--- config.mk ---
export PLATFORM = sky130hd
export DESIGN_NAME = text_write_scheduler
export DESIGN_NICKNAME = d
export VERILOG_FILES = /design/src/rtl/text_sched_pkg.sv /design/src/rtl/text_write_scheduler_cell_fifo.sv /design/src/rtl/text_write_scheduler.sv
export SDC_FILE = /design/constraint.sdc
export NUM_CORES = 1
export LEC_CHECK = 0
export ABC_AREA = 1
export BUFFER_PORTS_ARGS = -buffer_cell sky130_fd_sc_hd__clkbuf_2
export CORE_MARGIN = 5
export CORE_UTILIZATION = 28
export CTS_BUF_LIST = sky130_fd_sc_hd__clkbuf_4 sky130_fd_sc_hd__clkbuf_8
export CTS_CLUSTER_SIZE = 16
export DETAILED_ROUTE_END_ITERATION = 8
export PLACE_DENSITY = 0.55
export SYNTH_ARGS = -nofsm -noshare
export SYNTH_HDL_FRONTEND = slang
export SYNTH_SLANG_ARGS = --single-unit
--- constraint.sdc ---
create_clock -name CLOCK_50 -period 6.8 [get_ports CLOCK_50]
set_input_delay 0.34 -clock CLOCK_50 [delete_from_list [all_inputs] [get_ports CLOCK_50]]
set_output_delay 0.34 -clock CLOCK_50 [all_outputs]
set_load 0.05 [all_outputs]
--- src/rtl/text_sched_pkg.sv ---
// text_sched_pkg
// Shared constants and types for the text-page write scheduler.
//   COLS/ROWS/CELLS : text geometry (80 x 60 = 4800 cells)
//   ADDR_W          : linear cell address width
//   FIFO_DEPTH      : write queue depth (power of two)
//   cell_write_t    : one queued cell write {addr, char_code, colour}
//   sched_state_t   : scheduler states IDLE / DRAIN / CLEAR
package text_sched_pkg;

  localparam int COLS       = 80;
  localparam int ROWS       = 60;
  localparam int CELLS      = COLS * ROWS;
  localparam int ADDR_W     = 13;
  localparam int FIFO_DEPTH = 4;

  typedef struct packed {
    logic [ADDR_W-1:0] addr;
    logic [7:0]        char_code;
    logic [7:0]        colour;
  } cell_write_t;

  localparam int CELL_W = $bits(cell_write_t);

  typedef enum logic [1:0] {
    IDLE  = 2'd0,
    DRAIN = 2'd1,
    CLEAR = 2'd2
  } sched_state_t;

  localparam logic [ADDR_W-1:0] LAST_CELL = ADDR_W'(CELLS - 1);

  function automatic logic addr_in_range(input logic [ADDR_W-1:0] addr);
    return addr < ADDR_W'(CELLS);
  endfunction

endpackage

--- src/rtl/text_write_scheduler_cell_fifo.sv ---
// cell_fifo
// Small synchronous first-word-fall-through FIFO of packed cell writes.
// The head entry is visible combinationally so the scheduler can load it
// into its pending register in the cycle after the push.
// Ports:
//   clk        : clock, all state on rising edge
//   resetn     : synchronous active-low reset (empties the queue)
//   push       : write push_data (ignored when full)
//   push_data  : packed cell_write_t
//   pop        : drop head entry (ignored when empty)
//   head       : current head entry
//   full/empty : occupancy flags
module cell_fifo
  import text_sched_pkg::*;
#(
  parameter int DEPTH = FIFO_DEPTH
) (
  input  logic              clk,
  input  logic              resetn,
  input  logic              push,
  input  logic [CELL_W-1:0] push_data,
  input  logic              pop,
  output logic [CELL_W-1:0] head,
  output logic              full,
  output logic              empty
);

  localparam int PTR_W = $clog2(DEPTH);

  logic [CELL_W-1:0] mem [DEPTH];
  logic [PTR_W-1:0]  wr_ptr;
  logic [PTR_W-1:0]  rd_ptr;
  logic [PTR_W:0]    count;
  logic              push_ok;
  logic              pop_ok;

  assign push_ok = push & ~full;
  assign pop_ok  = pop & ~empty;
  assign full    = (count == (PTR_W+1)'(DEPTH));
  assign empty   = (count == '0);
  assign head    = mem[rd_ptr];

  // Storage needs no reset; only the pointers define what is valid.
  always_ff @(posedge clk) begin
    if (push_ok) begin
      mem[wr_ptr] <= push_data;
    end
  end

  always_ff @(posedge clk) begin
    if (!resetn) begin
      wr_ptr <= '0;
      rd_ptr <= '0;
      count  <= '0;
    end else begin
      if (push_ok) begin
        wr_ptr <= wr_ptr + PTR_W'(1);
      end
      if (pop_ok) begin
        rd_ptr <= rd_ptr + PTR_W'(1);
      end
      case ({push_ok, pop_ok})
        2'b10:   count <= count + (PTR_W+1)'(1);
        2'b01:   count <= count - (PTR_W+1)'(1);
        default: count <= count;
      endcase
    end
  end

endmodule

--- src/rtl/text_write_scheduler.sv ---
// text_write_scheduler
// Owns the write side of the character and colour page memories. Cell
// writes arrive over a valid/ready handshake, are queued in cell_fifo,
// moved into a single pending register and committed on any clock edge
// where the display is not reading (disp low). Optionally sequences a
// full-screen clear after draining queued writes.
// Build option: define TEXT_SCHED_CLEAR_EN to build the DRAIN/CLEAR
// sequencer; without it clr_req/clr_char/clr_colour are ignored and
// clr_busy is tied low.
// Ports:
//   CLOCK_50, resetn        : clock, synchronous active-low reset
//   disp, read_addr         : display read owns the memories while disp=1
//   wr_req/wr_addr/wr_char/wr_colour/wr_ready : write request handshake
//   clr_req/clr_char/clr_colour/clr_busy      : screen clear control
//   bad_addr                : sticky, an accepted request was out of range
//   mem_addr/mem_char_d/mem_colour_d/mem_we   : page memory write port
module text_write_scheduler
  import text_sched_pkg::*;
(
  input  logic              CLOCK_50,
  input  logic              resetn,
  input  logic              disp,
  input  logic [ADDR_W-1:0] read_addr,
  input  logic              wr_req,
  input  logic [ADDR_W-1:0] wr_addr,
  input  logic [7:0]        wr_char,
  input  logic [7:0]        wr_colour,
  output logic              wr_ready,
  input  logic              clr_req,
  input  logic [7:0]        clr_char,
  input  logic [7:0]        clr_colour,
  output logic              clr_busy,
  output logic              bad_addr,
  output logic [ADDR_W-1:0] mem_addr,
  output logic [7:0]        mem_char_d,
  output logic [7:0]        mem_colour_d,
  output logic              mem_we
);

  sched_state_t      state;
  cell_write_t       pend;
  logic              pend_valid;
  logic [ADDR_W-1:0] clear_cnt;

  cell_write_t       push_cell;
  cell_write_t       head_cell;
  logic [CELL_W-1:0] fifo_head;
  logic              fifo_push;
  logic              fifo_pop;
  logic              fifo_full;
  logic              fifo_empty;

  logic              accept;
  logic              clearing;
  logic              cur_valid;
  logic              commit;
  logic              slot_free;

  // While clearing, the counter and fill inputs stand in for the pending
  // register, so the commit path is identical for both kinds of write.
  assign clearing  = (state == CLEAR);
  assign cur_valid = pend_valid | clearing;
  assign commit    = cur_valid & ~disp;
  assign slot_free = ~pend_valid | commit;

  assign accept    = wr_req & wr_ready;
  assign push_cell = '{addr: wr_addr, char_code: wr_char, colour: wr_colour};
  // Out-of-range requests complete the handshake but never enter the queue.
  assign fifo_push = accept & addr_in_range(wr_addr);
  assign fifo_pop  = slot_free & ~fifo_empty & ~clearing;
  assign head_cell = cell_write_t'(fifo_head);

  cell_fifo #(
    .DEPTH (FIFO_DEPTH)
  ) u_fifo (
    .clk       (CLOCK_50),
    .resetn    (resetn),
    .push      (fifo_push),
    .push_data (push_cell),
    .pop       (fifo_pop),
    .head      (fifo_head),
    .full      (fifo_full),
    .empty     (fifo_empty)
  );

`ifdef TEXT_SCHED_CLEAR_EN
  // Full blocks acceptance even when the head is popped this same cycle.
  assign wr_ready = resetn & ~fifo_full & ~clr_busy;
`else
  logic unused_clr;
  assign unused_clr = clr_req;
  assign wr_ready   = resetn & ~fifo_full;
  assign clr_busy   = 1'b0;
`endif

  always_ff @(posedge CLOCK_50) begin
    if (!resetn) begin
      state      <= IDLE;
      pend_valid <= 1'b0;
      bad_addr   <= 1'b0;
      clear_cnt  <= '0;
`ifdef TEXT_SCHED_CLEAR_EN
      clr_busy   <= 1'b0;
`endif
    end else begin
      if (accept && !addr_in_range(wr_addr)) begin
        bad_addr <= 1'b1;
      end

      if (fifo_pop) begin
        pend_valid <= 1'b1;
      end else if (commit) begin
        pend_valid <= 1'b0;
      end

`ifdef TEXT_SCHED_CLEAR_EN
      case (state)
        IDLE: begin
          // A write accepted alongside clr_req is already queued and drains first.
          if (clr_req) begin
            clr_busy <= 1'b1;
            state    <= DRAIN;
          end
        end
        DRAIN: begin
          if (fifo_empty && slot_free) begin
            clear_cnt <= '0;
            state     <= CLEAR;
          end
        end
        CLEAR: begin
          if (commit) begin
            if (clear_cnt == LAST_CELL) begin
              clr_busy <= 1'b0;
              state    <= IDLE;
            end else begin
              clear_cnt <= clear_cnt + ADDR_W'(1);
            end
          end
        end
        default: state <= IDLE;
      endcase
`endif
    end
  end

  always_ff @(posedge CLOCK_50) begin
    if (fifo_pop) begin
      pend <= head_cell;
    end
  end

  assign mem_addr     = disp ? read_addr : (clearing ? clear_cnt : pend.addr);
  assign mem_char_d   = clearing ? clr_char : pend.char_code;
  assign mem_colour_d = clearing ? clr_colour : pend.colour;
  assign mem_we       = ~disp & cur_valid;

endmodule
# Word level (Yosys, flattened, before mapping)
# Memory sizes are Yosys's and may differ from the RTL's. A register that Yosys moved wholly into a read port is not among the register bits.
# Cells that the tools add are included.
[word_totals]
reg_bits = 9
ram_bits = 116
in_bits = 63
out_inout_bits = 33
mem_count = 1
[op_classes]
addsub = 4
magnitude_cmp = 1
eq_ne = 3
n_mux = 6
n_bitwise = 12
reduce_logical = 5
[memory_table]
columns = ["name", "depth", "width", "read_ports", "rd_clocked_by_memory_dff", "wr", "line", "rtl"]
rows = [
  ["u_fifo.mem", 4, 29, 1, 1, 1, "text_write_scheduler_cell_fifo.sv:30", "logic [CELL_W-1:0] mem [DEPTH];"],
]
[ops]
columns = ["cell", "n"]
rows = [
  ["13-bit less-than comparator, second input constant", 1],
  ["13-bit 2-to-1 mux", 1],
  ["1-bit AND", 7],
  ["3-bit case mux with 2 select lines", 1],
  ["2-bit by 1-bit adder with 2-bit output, second input constant", 2],
  ["1-bit 2-to-1 mux", 4],
  ["1-bit inverter", 4],
  ["2-bit nonzero test", 2],
  ["3-bit by 1-bit adder with 3-bit output, second input constant", 1],
  ["3-bit == test, second input constant", 1],
  ["3-bit zero test", 1],
  ["3-bit by 1-bit subtractor with 3-bit output, second input constant", 1],
  ["2-bit by 1-bit == test with 1-bit output, second input constant", 1],
  ["2-bit == test, second input constant", 1],
  ["1-bit logical AND", 1],
  ["1-bit zero test", 1],
  ["1-bit OR", 1],
]

# Longest topological paths before layout
[depth]
word_depth = 8
depth_mapped = 12

# By module
# Synthesis repeated with hierarchy kept, for this count alone.
[hier_totals]
cells_unflattened = 436
area_unflattened_um2 = 6429.9
[modules_own_cells]
columns = ["mod", "n_inst", "cells_per_inst", "area_each_um2", "seq_area_each_um2"]
rows = [
  ["cell_fifo", 1, 351, 5099.9, 3663.5],
  ["text_write_scheduler", 1, 85, 1330.0, 910.9],
]

# Least setup slack after synthesis
# OpenSTA, ideal clock, no wires.
[synth_timing]
path_type = "register to register"
start = "reg u_fifo.count[0]"
end = "mem u_fifo.mem[0][0] (netlist name) (enable)"
setup_ps = 415
arrival_time_ps = 2033
required_time_ps = 6385
path_slack_ps = 4352
stages_incl_launch_ff = 7
n_path_buf = 0
synth_period_minus_slack_ps = 2448
path_cell_list = "dfxtp_1 > inv_1 > nand3_1 > nand3_2 > nor2_4 > inv_2 > nor2_1"
[synth_via]
elab_chain_cells = 8
[synth_lines]
columns = ["item", "line", "rtl"]
rows = [
  ["start, declared", "text_write_scheduler_cell_fifo.sv:33", "logic [PTR_W:0] count;"],
  ["start signal, assigned", "text_write_scheduler_cell_fifo.sv:63", "2'b10: count <= count + (PTR_W+1)'(1);"],
  ["start signal, assigned", "text_write_scheduler_cell_fifo.sv:64", "2'b01: count <= count - (PTR_W+1)'(1);"],
  ["start signal, assigned", "text_write_scheduler_cell_fifo.sv:65", "default: count <= count;"],
  ["3-bit == test *", "text_write_scheduler_cell_fifo.sv:39", "assign full = (count == (PTR_W+1)'(DEPTH));"],
  ["1-bit inverter *", "text_write_scheduler_cell_fifo.sv:37, text_write_scheduler.sv:92", ""],
  ["1-bit AND", "text_write_scheduler.sv:92", "assign wr_ready = resetn & ~fifo_full;"],
  ["1-bit AND", "text_write_scheduler.sv:66", "assign accept = wr_req & wr_ready;"],
  ["1-bit AND", "text_write_scheduler.sv:69", "assign fifo_push = accept & addr_in_range(wr_addr);"],
  ["1-bit AND *", "text_write_scheduler_cell_fifo.sv:37", "assign push_ok = push & ~full;"],
  ["1-bit 2-to-1 mux *", "text_write_scheduler_cell_fifo.sv:45", "if (push_ok) begin"],
  ["1-bit 2-to-1 mux (not written as such) *", "text_write_scheduler_cell_fifo.sv:46", "mem[wr_ptr] <= push_data;"],
  ["end, declared", "text_write_scheduler_cell_fifo.sv:30", ""],
]
# Mark *: on every way between the ends. The rest lies on a longest branch, timed or not.

# Worst setup path in the final report
[layout_timing]
start = "reg u_fifo.count[0]"
end = "reg u_fifo.count[2]"
[layout_via]
elab_chain_cells = 8
word_cells_on_any_way = 16
cone_classes = "add/sub: 2; eq/ne: 3; mux: 1; bitwise: 8; reduce/logical: 2"
[layout_lines]
columns = ["item", "line", "rtl"]
rows = [
  ["3-bit == test", "text_write_scheduler_cell_fifo.sv:39", ""],
  ["1-bit inverter", "text_write_scheduler_cell_fifo.sv:37, text_write_scheduler.sv:92", ""],
  ["1-bit AND", "text_write_scheduler.sv:92", ""],
  ["1-bit AND", "text_write_scheduler.sv:66", ""],
  ["1-bit AND", "text_write_scheduler.sv:69", ""],
  ["1-bit AND", "text_write_scheduler_cell_fifo.sv:37", ""],
  ["2-bit by 1-bit == test with 1-bit output / 2-bit == test (equally long branches)", "text_write_scheduler_cell_fifo.sv:62", "case ({push_ok, pop_ok})"],
  ["3-bit case mux with 2 select lines / 2-bit nonzero test (equally long branches)", "n/a", ""],
]
# Several ways; a longest one is shown, not always the timed one.
# A chain may end at the register's enable or synchronous reset.

==> metrics.txt <==
DP HPWL=roughly 7000 um; simple-gate share of the synthesized area=0.05849; most instantiated cells after synthesis=145 x edfxtp_1, 70 x nor2_1, 51 x o21ai_0; Final Net Count=553; ant diodes=0; status=completed; TritonCTS Buffers=17; via count=approximately 3400; largest cells by area after synthesis=edfxtp_1 72%, nor2_1 4.4%, o21ai_0 4.2%; Core Region=approximately 21000 um^2; CTS Hold Bufs=0; post-cts sizing count=0; clock-pin slew on the worst setup and hold paths=about 0.08 ns; synth unique cells=24; first-pass GRT wire length=between 15000 and 20000 um; Total Routing Usage GR=0.1019; initial antenna violation count=0; Yosys top cell area share=0.7218; Final WS setup=approximately 4.6 ns; initial drt markers=200; f_max=0.4582 GHz; Longest Clk Path Bufs=2; clock skew=around 0.007 ns; clock latency on the worst-skew pair=roughly 0.44 ns; port bufs=a little under 80; WL per Instance=~16 um; clock power share=0.229; post-route ant nets=0; FF+latch count, synth=about 150; Worst Path Arrival=2.51 ns; Pins Over Slew Limit=0; Area Overhead vs Synth=14.31%; Main synth FF type=edfxtp_1; Pwr Density=slightly above 400 nW/um^2; min Tclk post-route=approximately 2.2 ns; Starting Density=0.2860; EDFF count, synth=between 100 and 150; largest net degree at the start of global routing=62; max-cap viol count=0; Core Rows=53; Combinational Power Share=0.319; Place WS=between 4 and 5 ns; CP endpoint kind=register; Leak=2.414 nW; M1 GR Usage=0.1168; clock tree sinks=about 150; TritonRoute pass-1 iters=4; CP Data Required Time=roughly 7 ns; compound-gate portion of the synthesized area=0.09044; worst-path fanout max=5; vias in the first global route=about 3500; Max VDD drop=0.1348 mV; Hold Path Class=in -> reg; sequential share of power=0.452; H-tree lvl count=4; largest area contributor in the netlist=edfxtp_1; DRC=0; post-synthesis adder-cell area fraction=0.01369; Die Y=156.8 um; GR Overflow Total=0; Period Utilization, post-route=0.3209; GPL Wtd Cong=between 0.6 and 0.7; sequential share of the synthesized area=0.7517; Rel. slew slack=0.2950; setup TNS=0 ns; setup violators final=0; routed wire length=12100 um; RSZ-0062 raised after global routing=false; total die area=24580 um^2; largest family of logic cells by synthesized area=compound AO/OA/AOI/OAI gates; CTS tree=done; Crit Path Class=reg -> reg; chip width=~160 um; Post-Synth XOR/XNOR Area=0; share of post-route cells with drive strength above 1=0.2727; net count after synthesis=between 400 and 500; Internal=between 0.0015 and 0.002 W; GR Util met2=0.1758; FFs w/ async S/R, synth=0; YS warnings=0; Fin. Hold Viols=0; Slew @ Worst Pin=~1.1 ns; most used routing layer=met2; vias per inst=between 4 and 5; dpl cells=740; clock root cell=clkbuf_8; post-synthesis mux area share=0.02427; total power=approximately 0.0028 W; final cell count without fillers=770; Post-Syn Area per Cell=approximately 14 um^2; met3 Use GR=0.03706; Startpoint Class=register; most frequent cell after synthesis=edfxtp_1; Sw Pwr=~0.0011 W; Switching Fraction=0.3752; Post-Synthesis Cell Area=approximately 6000 um^2; Syn Inst Count=424; I/O pin count=96; setup bufs post-CTS=0
[logic make-up (layout without fill, tap and decap cells)]
family          after synthesis  in the layout
flops                       154            154
simple gates                 89             89
compound gates              101            101
mux                          13             13
fa+ha+maj                     6              6
other cells                   1              1
buf+inv                      60            131
[sequential cells by signal, indices dropped and copies added, names as in the netlist]
| signal | cells |
|---|---|
| pend | 29 |
| u_fifo.rd_ptr | 2 |
| bad_addr | 1 |
| pend_valid | 1 |
| u_fifo.count | 3 |
| u_fifo.mem | 116 |
| u_fifo.wr_ptr | 2 |
[placed cells by master, fill, tap and decap left out, types with 8 or more instances in the layout]
cell type / count
edfxtp_1: 145
mux2_2: 13
clkbuf_8: 17
dfxtp_1: 8
clkbuf_2: 77
inv_1: 17
o21ai_0: 51
o22ai_1: 29
nand2_1: 14
nor2_1: 66
o21ai_1: 14
[layout make-up]
cell class,count,area (um^2)
fill,2085,14190
sequential,154,4536
tap,275,344.1
multi-input combinational,210,1161
timing repair buffer,80,407.9
clock inverter,13,131.4
clock buffer,17,234.0
inverter,21,81.33
[metrics by stage]
step / utilization / hold slack (ns) / instance area [um^2]
final: 0.3270 / 0.1105 / 6895
after global routing: 0.3270 / 0.06144 / 6895
after global placement: 0.3097 / 0.4699 / 6530
after floorplan: - / 0.4389 / 6032
after CTS: 0.3270 / 0.06882 / 6895
after detailed placement: 0.3097 / 0.4984 / 6530
[path summary, 6_finish.rpt]
check	startpoint	endpoint	slack, ns	cells after the start
max	u_fifo.count[0]	u_fifo.count[2]	4.62	11
min	wr_char[7]	u_fifo.mem[0][15]	0.11	1
min reg2reg	bad_addr	bad_addr	0.52	2
max reg2reg	u_fifo.count[0]	u_fifo.count[2]	4.62	11
[worst max-delay path, stage by stage (launching register included)]
cell	delay [ns]
dfxtp_1	0.36
inv_1	0.09
nand3_1	0.10
nand3_2	0.11
nor2_4	0.16
inv_2	0.12
ha_1	0.24
fa_1	0.39
a21oi_1	0.14
o21ai_0	0.12
o21ai_0	0.16
a21oi_1	0.07
[per-layer routing]
metal | wire (um) | vias up | share of wire
met4 | 170 | 0 | 0.014
met2 | 6097 | 66 | 0.50
met1 | 5237 | 1633 | 0.43
li1 | - | 1646 | -
met3 | 597 | 17 | 0.049
met5 | 0 | - | 0
[power groups by stage]
stage                     combinational [W]  sequential (W)  clock (W)
final                              0.000900         0.00127   0.000647
after global routing               0.000990         0.00129   0.000709
after CTS                          0.000916         0.00128   0.000669
after detailed placement           0.000915         0.00130          0
after global placement             0.000889         0.00130          0
after floorplan                    0.000782         0.00128          0
Power figures use the tool's default switching activity.
